`src/rtl/optic_flow_accumulate_ci_if.sv`:
```
// Custom-instruction bus carrying the start/done/result handshake and operands
// for the optic flow accumulate CI.
interface optic_flow_accumulate_ci_if;
  logic        start;
  logic [31:0] valueA;
  logic [31:0] valueB;
  logic [7:0]  ciN;
  logic        done;
  logic [31:0] result;

  modport master (
    output start, valueA, valueB, ciN,
    input  done, result
  );

  modport slave (
    input  start, valueA, valueB, ciN,
    output done, result
  );
endinterface

```
`src/rtl/optic_flow_accumulate_ci.sv`:
```
// Accumulates per-direction optic-flow counts (right/left/down/up) and a word count
// over a frame; software clears, accumulates packed flow words and reads totals.
module optic_flow_accumulate_ci #(
  parameter logic [7:0]  customInstructionId = 8'd0,
  parameter int unsigned COUNTER_WIDTH       = 24
) (
  input  logic                     clock,
  input  logic                     reset,
  optic_flow_accumulate_ci_if.slave ci
);

  localparam int unsigned Cw   = COUNTER_WIDTH;
  localparam int unsigned CwP1 = COUNTER_WIDTH + 1;

  typedef logic [Cw-1:0] cnt_t;
  localparam cnt_t CntMax = '1;

  localparam logic [1:0] OpClear = 2'd0;
  localparam logic [1:0] OpAcc   = 2'd1;
  localparam logic [1:0] OpRead  = 2'd2;

  typedef enum logic [1:0] {StIdle, StAdd, StResp} state_e;

  state_e             state_q, state_d;
  logic [31:0]        word_q, word_d;
  logic [31:0]        res_q, res_d;
  logic [3:0][Cw-1:0] cnt_q, cnt_d;   // 0 right, 1 left, 2 down, 3 up
  cnt_t               cntw_q, cntw_d;
  logic               done_q;
  logic [31:0]        res_out_q;

  logic [3:0][3:0]    pop;
  logic signed [Cw:0] net_h, net_v;
  logic [31:0]        read_val;
  logic               accept;
  logic               unused_b;

  assign unused_b = ^ci.valueB[31:2];

  function automatic cnt_t sat_add(input cnt_t a, input logic [3:0] p);
    logic [Cw:0] s;
    s = {1'b0, a} + CwP1'(p);
    return s[Cw] ? CntMax : s[Cw-1:0];
  endfunction

  // Bit b of every nibble counts toward direction b.
  always_comb begin
    pop = '0;
    for (int n = 0; n < 8; n++) begin
      for (int b = 0; b < 4; b++) begin
        pop[b] = pop[b] + 4'(word_q[4*n+b]);
      end
    end
  end

  assign net_h = $signed({1'b0, cnt_q[0]}) - $signed({1'b0, cnt_q[1]});
  assign net_v = $signed({1'b0, cnt_q[2]}) - $signed({1'b0, cnt_q[3]});

  always_comb begin
    read_val = '0;
    unique case (ci.valueA[2:0])
      3'd0:    read_val = 32'(cnt_q[0]);
      3'd1:    read_val = 32'(cnt_q[1]);
      3'd2:    read_val = 32'(cnt_q[2]);
      3'd3:    read_val = 32'(cnt_q[3]);
      3'd4:    read_val = 32'(net_h);
      3'd5:    read_val = 32'(net_v);
      3'd6:    read_val = 32'(cntw_q);
      default: read_val = '0;
    endcase
  end

  assign accept = ci.start && (ci.ciN == customInstructionId) && (state_q == StIdle);

  always_comb begin
    state_d = state_q;
    word_d  = word_q;
    res_d   = res_q;
    cnt_d   = cnt_q;
    cntw_d  = cntw_q;
    unique case (state_q)
      StIdle: begin
        if (accept) begin
          res_d   = '0;
          state_d = StResp;
          unique case (ci.valueB[1:0])
            OpClear: begin
              cnt_d  = '0;
              cntw_d = '0;
            end
            OpAcc: begin
              word_d  = ci.valueA;
              state_d = StAdd;
            end
            OpRead:  res_d = read_val;
            default: ;
          endcase
        end
      end
      StAdd: begin
        for (int b = 0; b < 4; b++) begin
          cnt_d[b] = sat_add(cnt_q[b], pop[b]);
        end
        cntw_d  = sat_add(cntw_q, 4'd1);
        state_d = StResp;
      end
      StResp:  state_d = StIdle;
      default: state_d = StIdle;
    endcase
  end

  always_ff @(posedge clock or posedge reset) begin
    if (reset) begin
      state_q   <= StIdle;
      word_q    <= '0;
      res_q     <= '0;
      cnt_q     <= '0;
      cntw_q    <= '0;
      done_q    <= 1'b0;
      res_out_q <= '0;
    end else begin
      state_q   <= state_d;
      word_q    <= word_d;
      res_q     <= res_d;
      cnt_q     <= cnt_d;
      cntw_q    <= cntw_d;
      // Outputs are registered so done/result line up with the RESP state.
      done_q    <= (state_d == StResp);
      res_out_q <= (state_d == StResp) ? res_d : '0;
    end
  end

  assign ci.done   = done_q;
  assign ci.result = res_out_q;

endmodule

```
`src/flat_wrapper.sv`:
```
// flat-port wrapper written by rule: the top's interface ports become plain ports
module optic_flow_accumulate_ci_flat 
#(
  parameter logic [7:0]  customInstructionId = 8'd0,
  parameter int unsigned COUNTER_WIDTH       = 24
)
  (clock, reset, ci_start, ci_valueA, ci_valueB, ci_ciN, ci_done, ci_result);
  optic_flow_accumulate_ci_if ci_i ();
  input  logic clock;
  input  logic reset;
  input wire logic [$bits(ci_i.start)-1:0] ci_start;
  input wire logic [$bits(ci_i.valueA)-1:0] ci_valueA;
  input wire logic [$bits(ci_i.valueB)-1:0] ci_valueB;
  input wire logic [$bits(ci_i.ciN)-1:0] ci_ciN;
  output wire logic [$bits(ci_i.done)-1:0] ci_done;
  output wire logic [$bits(ci_i.result)-1:0] ci_result;
  assign ci_i.start = ci_start;
  assign ci_i.valueA = ci_valueA;
  assign ci_i.valueB = ci_valueB;
  assign ci_i.ciN = ci_ciN;
  assign ci_done = ci_i.done;
  assign ci_result = ci_i.result;
  optic_flow_accumulate_ci #(.customInstructionId(customInstructionId), .COUNTER_WIDTH(COUNTER_WIDTH)) u_core (.clock(clock), .reset(reset), .ci(ci_i));
endmodule
```
`config.mk`:
```
export PLATFORM = sky130hd
export DESIGN_NAME = optic_flow_accumulate_ci_flat
export DESIGN_NICKNAME = d
export VERILOG_FILES = /design/src/rtl/optic_flow_accumulate_ci_if.sv /design/src/rtl/optic_flow_accumulate_ci.sv /design/src/flat_wrapper.sv
export SDC_FILE = /design/constraint.sdc
export NUM_CORES = 1
export LEC_CHECK = 0
export CAP_MARGIN = 20
export CORE_ASPECT_RATIO = 0.8
export CORE_MARGIN = 2
export CORE_UTILIZATION = 58
export CTS_BUF_LIST = sky130_fd_sc_hd__clkbuf_16
export DETAILED_ROUTE_END_ITERATION = 7
export PLACE_DENSITY = 0.79
export SLEW_MARGIN = 40
export SYNTH_ARGS = -nofsm -noshare
export SYNTH_HDL_FRONTEND = slang
export SYNTH_SLANG_ARGS = --single-unit
```
`constraint.sdc`:
```
create_clock -name clock -period 10.9 [get_ports clock]
set_input_delay 2.18 -clock clock [delete_from_list [all_inputs] [get_ports clock]]
set_output_delay 2.18 -clock clock [all_outputs]
set_load 0.03 [all_outputs]
```
==> results of run 1 <==
==> cells by family (layout without fill, tap and decap cells) <==
family          after synthesis  in the layout
buf+inv                     247            289
xor+xnor                     45             45
mux                          45             45
flops                       219            219
simple gates                512            512
compound gates              663            663
fa+ha+maj                    99             99
==> power breakdown <==
group | total (mW) | internal [mW] | switching (mW)
logic | 0.403 | 0.158 | 0.245
clock network | 0.862 | 0.495 | 0.367
registers | 0.872 | 0.836 | 0.0359
total | 2.14 | 1.49 | 0.648
==> metrics by stage <==
stage,power (mW),instance area (µm²)
after detailed placement,1.28,16300
final,2.14,17200
after global placement,1.26,16300
after global routing,2.22,17200
after floorplan,1.16,15300
after CTS,2.13,17100
==> final cells by class <==
class	instances	area, µm²
clock buffer	25	626
clock inverter	20	204
fill	2184	8970
inverter	153	582
multi-input combinational	1364	8940
sequential	219	5480
tap	357	447
timing repair buffer	91	877
==> state kept, by name (all words and copies together) (netlist names) <==
| register | cells |
|---|---|
| u_core.cnt_q | 96 |
| u_core.word_q | 32 |
| u_core.ci.done | 1 |
| u_core.ci.result | 32 |
| u_core.state_q | 2 |
| u_core.cntw_q | 24 |
| u_core.res_q | 32 |
==> cell usage in the layout (no fill, tap or decap), types with 30 or more instances in the layout <==
cell / n
dfrtp_1: 219
nand2_1: 192
nand3_1: 41
inv_1: 153
a21oi_1: 145
xnor2_1: 30
a31oi_1: 44
nor2_1: 85
a21o_1: 35
clkdlybuf4s50_1: 75
o21ai_0: 260
ha_1: 77
==> worst max-delay path by stage <==
stage | from | end | slack (ns)
global route | u_core.word_q[3]$_DFFE_PP0P_ | u_core.cnt_q[75]$_DFFE_PP0P_ | 5.22
floorplan | reset | u_core.ci.done$_DFF_PP0_ | 2.73
detailed placement | ci_ciN[7] | u_core.ci.result[17]$_DFF_PP0_ | 5.37
global placement | ci_ciN[7] | u_core.ci.result[17]$_DFF_PP0_ | 5.41
finish | u_core.word_q[3]$_DFFE_PP0P_ | u_core.cnt_q[84]$_DFFE_PP0P_ | 5.53
CTS | u_core.word_q[3]$_DFFE_PP0P_ | u_core.cnt_q[84]$_DFFE_PP0P_ | 5.58
==> synthesized netlist by cell type (7+ instances only) <==
cell type and count:
a31oi_1 44, nor2_1 88, nand2b_1 18, o211ai_1 9
o21ai_0 260, nor2b_1 26, mux2_2 15, o31ai_1 8
ha_1 77, and2_1 25, fa_1 22, o21a_1 16
or3_1 7, dfrtp_1 219, a21oi_1 145, a22o_1 17
xor2_1 15, xnor2_1 30, nand2_1 192, nand4_1 13
inv_1 153, a31o_2 10, and3_1 22, mux2i_1 24
a22oi_1 20, clkbuf_1 80, nor4_1 16, o22ai_1 21
nand3_1 41, nor3_1 29, o2bb2ai_1 10, a41oi_1 12
a21o_1 35, a211oi_1 7
==> metal layers <==
metal | wire (µm) | vias to the layer above | GRT usage
met5 | 0 | - | 0
met4 | 1580 | 0 | 0.106
met3 | 3940 | 110 | 0.0476
met2 | 19600 | 670 | 0.498
met1 | 19100 | 6928 | 0.468
li1 | - | 6619 | -
==> summary.md, run 1 <==
| Metric | Value |
|---|---|
| CP Data Required Time | `11.35 ns` |
| Simple-gate share of the synthesized area | `0.164` |
| # DRC | `0` |
| Fin cells | `2229` |
| Remaining antenna violation count | `0` |
| Seq cells post-synth | `219` |
| Vias in the first global route | `13100` |
| I/O pins | `108` |
| Post-route setup slack | `5.53 ns` |
| Final min period | `5.37 ns` |
| Outcome | `finished, final reports clean` |
| Hold-fix buffers, CTS | `0` |
| Cell area power density | `125 nW/µm²` |
| CP Buf/Inv Count | `1` |
| Crit-path slowest cell | `and4_1` |
| P&R area growth vs syn | `12.1%` |
| Initial DRT Pass Iterations | `6` |
| Final setup fails | `0` |
| Worst hold path depth | `1` |
| Initial antenna violation count | `1` |
| Worst hold start | `u_core.res_q[26]$_DFF_PP0_` |
| Worst-case clock buffer depth | `3` |
| Post-synth top flop | `dfrtp_1` |
| Reg-to-reg endpoint | `u_core.cnt_q[84]$_DFFE_PP0P_` |
| Post-Syn Nets | `2004` |
| Multiplexer share of the synthesized area | `0.0356` |
| Final Skew | `0.00993 ns` |
| Via density | `6.43` |
| Most used cell, CP | `fa_1` |
| Crit path largest cell delay | `0.67 ns` |
| Clock root buffer | `clkbuf_16` |
| Synth Area per Inst | `8.36 µm²` |
| Final core occ | `0.657` |
| # port buffers | `77` |
| Yosys top cell area share | `0.358` |
| WHS | `0.481 ns` |
| Reg-to-reg critical path startpoint | `u_core.word_q[3]$_DFFE_PP0P_` |
| Reg clk slew, reported paths | `0.07 ns` |
| Combinational family with the most area after synthesis | `compound AO/OA/AOI/OAI gates` |
| Diodes inserted | `0` |
| Initial DRC Count | `1408` |
| Full die area | `27700 µm²` |
| WL final | `44.2 mm` |
| Nets | `2028` |
| CTS resizes | `0` |
| Number of synthesized flops with an enable pin | `0` |
| Global-route wire length before repair | `70.7 mm` |
| Mapped Cells | `1830` |
| Reg2Reg Setup Slack | `5.53 ns` |
| DIE WIDTH | `186 µm` |
| Routability congestion estimate from global placement | `0.988` |
| Setup tns final | `0 ns` |
| Largest delay contributor family on the critical path | `adder cells` |
| Starting Density | `0.586` |
| Post-synthesis adder-cell area fraction | `0.0918` |
| Worst Hold Class | `flip-flop to flip-flop` |
| Die H | `149 µm` |
| CTS H-tree lvls | `1` |
| Pleak | `7.85 nW` |
| CP Cell Sequence | `ha_1, inv_1, fa_1, fa_1, fa_1, fa_1, fa_1, nor2b_1, o21ai_0, a211oi_2, nand3_1, nor2b_2, and4_1, o21ai_0, o21ai_0` |
| Worst setup SP type | `flip-flop` |
| RSZ-0062 raised after global routing | `false` |
| Dpl ws | `5.37 ns` |
| Crit path max fanout | `15` |
| Worst slew pin tran | `0.914 ns` |
| CTS tree | `done` |
| WS Path Type | `flip-flop to flip-flop` |
| XOR/XNOR share of the synthesized area | `0.0258` |
| Largest net degree at the start of global routing | `97` |
| CP arrival | `5.82 ns` |
| Total gr overflow | `0` |
| Clk Latency, worst-skew pair | `0.54 ns` |
| Share of layout cells above drive strength 1 | `0.0662` |
| Maxcap violations | `0` |
| Row count | `53` |
| Post-CTS setup buffers | `0` |
| Fin crit share | `0.493` |
| Crit path depth | `15` |
| GRT Overall Usage | `0.322` |
| Post-DP HPWL | `31.8 mm` |
| Final Hold Fails | `0` |
| Slew Limit Fails | `0` |
| Max VDD drop | `0.000130 V` |
| Synth Area in Compound Gates | `0.263` |
| Core area | `26100 µm²` |
| CTS sink count | `219` |
| Synth top area cells | `dfrtp_1 36%, o21ai_0 8.5%, ha_1 6.3%` |
| Ys async rst share | `1.00` |
| Ys Warns | `0` |
| Max_slew headroom | `0.375` |
| Leading area contributor after synthesis | `dfrtp_1` |
| DR WL/cell | `19.8 µm` |
| R2R depth | `15` |
| Seq/Total Area, Yosys | `0.358` |
| Cells after DPL | `2183` |
| Hold Path End | `u_core.res_q[26]$_DFF_PP0_` |
| Cell Area, Synth | `15300 µm²` |
| Cell variety after synth | `77` |
| DR vias | `14300` |
| Crit. End Element | `flip-flop` |
| TritonCTS buffer count | `25` |
| Fmax | `186 MHz` |
Power figures use the tool's default switching activity.
==> run 2, diff against run 1 <==
--- a/config.mk
+++ b/config.mk
@@ -8,10 +8,10 @@
 export CAP_MARGIN = 20
 export CORE_ASPECT_RATIO = 0.8
 export CORE_MARGIN = 2
-export CORE_UTILIZATION = 58
+export CORE_UTILIZATION = 55
 export CTS_BUF_LIST = sky130_fd_sc_hd__clkbuf_16
 export DETAILED_ROUTE_END_ITERATION = 7
-export PLACE_DENSITY = 0.79
+export PLACE_DENSITY = 0.78
 export SLEW_MARGIN = 40
 export SYNTH_ARGS = -nofsm -noshare
 export SYNTH_HDL_FRONTEND = slang
==> constraint.sdc (replaced) <==
create_clock -name clock -period 4.45 [get_ports clock]
set_input_delay 0.89 -clock clock [delete_from_list [all_inputs] [get_ports clock]]
set_output_delay 0.89 -clock clock [all_outputs]
set_load 0.03 [all_outputs]
==> summary.md, run 2 (synthesis results as in run 1) <==
| Metric | Value |
|---|---|
| Outcome | `complete, but fails checks` |
| Violated checks | `negative setup slack` |
| FF+latch area | `5480 µm²` |
| Worst setup SP type | `flip-flop` |
| Worst slew pin tran | `0.871 ns` |
| Largest net degree at the start of global routing | `86` |
| Via density | `6.43` |
| Worst-case clock buffer depth | `3` |
| Die H | `153 µm` |
| Reg clk slew, reported paths | `0.07 ns` |
| Full die area | `29200 µm²` |
| Global-route wire length before repair | `75.1 mm` |
| I/O pins | `108` |
| Fmax | `222 MHz` |
| Share of layout cells above drive strength 1 | `0.159` |
| WL final | `48.4 mm` |
| Clock root buffer | `clkbuf_16` |
| Diodes inserted | `0` |
| CTS tree | `done` |
| Post-DP HPWL | `33.7 mm` |
| # DRC | `0` |
| Final setup fails | `19` |
| WS Path Type | `flip-flop to flip-flop` |
| CP arrival | `4.96 ns` |
| Nets | `2109` |
| Initial DRT Pass Iterations | `6` |
| CTS H-tree lvls | `1` |
| Most frequent cells in the layout | `219 x dfrtp_1, 190 x nand2_1, 178 x o21ai_0, 148 x inv_1, 126 x a21oi_1` |
| DIE WIDTH | `190 µm` |
| RSZ-0062 raised after global routing | `true` |
| Row count | `54` |
| Remaining antenna violation count | `0` |
| Clock network power share | `0.381` |
| Post-route setup slack | `-0.0533 ns` |
| Reg power frac | `0.395` |
| Reg2Reg Setup Slack | `-0.05 ns` |
| DR WL/cell | `20.9 µm` |
| P&R area growth vs syn | `21.9%` |
| Hold-fix buffers, CTS | `0` |
| Core area | `27300 µm²` |
| Register with the most flip-flops | `u_core.cnt_q` |
| Max FFs per register | `96` |
| Pleak | `8.47 nW` |
| Final Power | `5.42 mW` |
| P_int | `3.72 mW` |
| Worst Hold Class | `flip-flop to flip-flop` |
| Starting Density | `0.560` |
| Max VDD drop | `0.000256 V` |
| Total gr overflow | `0` |
| Final core occ | `0.683` |
| # port buffers | `77` |
| TritonCTS buffer count | `24` |
| Commonest non-fill, non-tap cell in the layout | `dfrtp_1` |
| Maxcap violations | `0` |
| Comb power frac | `0.224` |
| Final Skew | `0.0185 ns` |
| Final Hold Fails | `0` |
| CP Data Required Time | `4.91 ns` |
| Slew Limit Fails | `0` |
| Max_slew headroom | `0.420` |
| FILL cells | `2201` |
| GRT Overall Usage | `0.322` |
| Clk Latency, worst-skew pair | `0.55 ns` |
| Fin crit share | `1.01` |
| Initial antenna violation count | `2` |
| Sw Pwr | `1.69 mW` |
| DR vias | `14900` |
| Routability congestion estimate from global placement | `0.981` |
| Area of the multi-input gates | `9590 µm²` |
| WHS | `0.479 ns` |
| Cell area power density | `291 nW/µm²` |
| Initial DRC Count | `1571` |
| CTS sink count | `219` |
| Crit. End Element | `flip-flop` |
| Vias in the first global route | `13800` |
| Crit path max fanout | `6` |
| Final min period | `4.50 ns` |
| Switching part of the total power | `0.313` |
[run 2: worst paths after layout]
path,startpoint,endpoint,depth (start not counted)
min in group asynchronous,reset,u_core.cnt_q[93]$_DFFE_PP0P_,2
setup / recovery,u_core.word_q[7]$_DFFE_PP0P_,u_core.cnt_q[85]$_DFFE_PP0P_,17
hold / removal,u_core.res_q[31]$_DFF_PP0_,u_core.res_q[31]$_DFF_PP0_,1
hold reg to reg,u_core.res_q[31]$_DFF_PP0_,u_core.res_q[31]$_DFF_PP0_,1
max in group asynchronous,reset,u_core.word_q[27]$_DFFE_PP0P_,3
setup reg to reg,u_core.word_q[7]$_DFFE_PP0P_,u_core.cnt_q[85]$_DFFE_PP0P_,17
[run 2: timing repair]
item                       in CTS  in global routing
buffers inserted               12                  8
gates resized for setup       102                133
cloned                          5                  3
pin swaps                      24                 46
setup endpoints to repair      96                 94
[run 2: metal layers]
| metal | global-route usage | share of wire | wire, µm |
|---|---|---|---|
| met1 | 0.469 | 0.43 | 20800 |
| met2 | 0.492 | 0.44 | 21300 |
| met3 | 0.0537 | 0.096 | 4640 |
| met4 | 0.101 | 0.034 | 1670 |
| met5 | 0 | 0.00023 | 11 |
[run 2: area by class of cell]
| type | count | area share |
|---|---|---|
| clock buffers | 25 | 0.0335 |
| clock inverters | 19 | 0.00946 |
| inverters | 153 | 0.0310 |
| multi-input cells | 1365 | 0.514 |
| flip-flops and latches | 219 | 0.294 |
| well taps | 364 | 0.0244 |
| repair buffers | 172 | 0.0937 |
[run 2: critical path, cell delays in order, from the launching register on]
cell	delay (ns)
dfrtp_1	0.39
ha_1	0.29
inv_2	0.04
fa_1	0.49
fa_1	0.43
fa_2	0.37
fa_2	0.45
fa_2	0.39
nor2b_2	0.14
o21ai_2	0.10
a211oi_2	0.23
buf_4	0.18
nand3_4	0.09
nor2b_4	0.14
and4_4	0.31
clkbuf_16	0.19
a41oi_2	0.04
o21ai_1	0.14
[run 2: per-stage QoR]
stage	setup TNS, ns	instance area, µm²	setup WS, ns	std cells
after global placement	-12.06	16800	-0.274	2246
after floorplan	0	15300	0.0148	1830
final	-0.565	18600	-0.0533	2317
after CTS	-1.14	18100	-0.0900	2308
after global routing	-9.06	18600	-0.226	2317
after detailed placement	-20.07	16800	-0.392	2247
[run 2: power groups by stage]
stage,clock network (mW),registers (mW),logic (mW)
2_1_floorplan,0,2.13,0.712
3_3_place_gp,0,2.17,0.998
3_5_place_dp,0,2.17,1.03
4_1_cts,2.09,2.13,1.10
5_1_grt,2.16,2.15,1.32
6_report,2.06,2.14,1.21
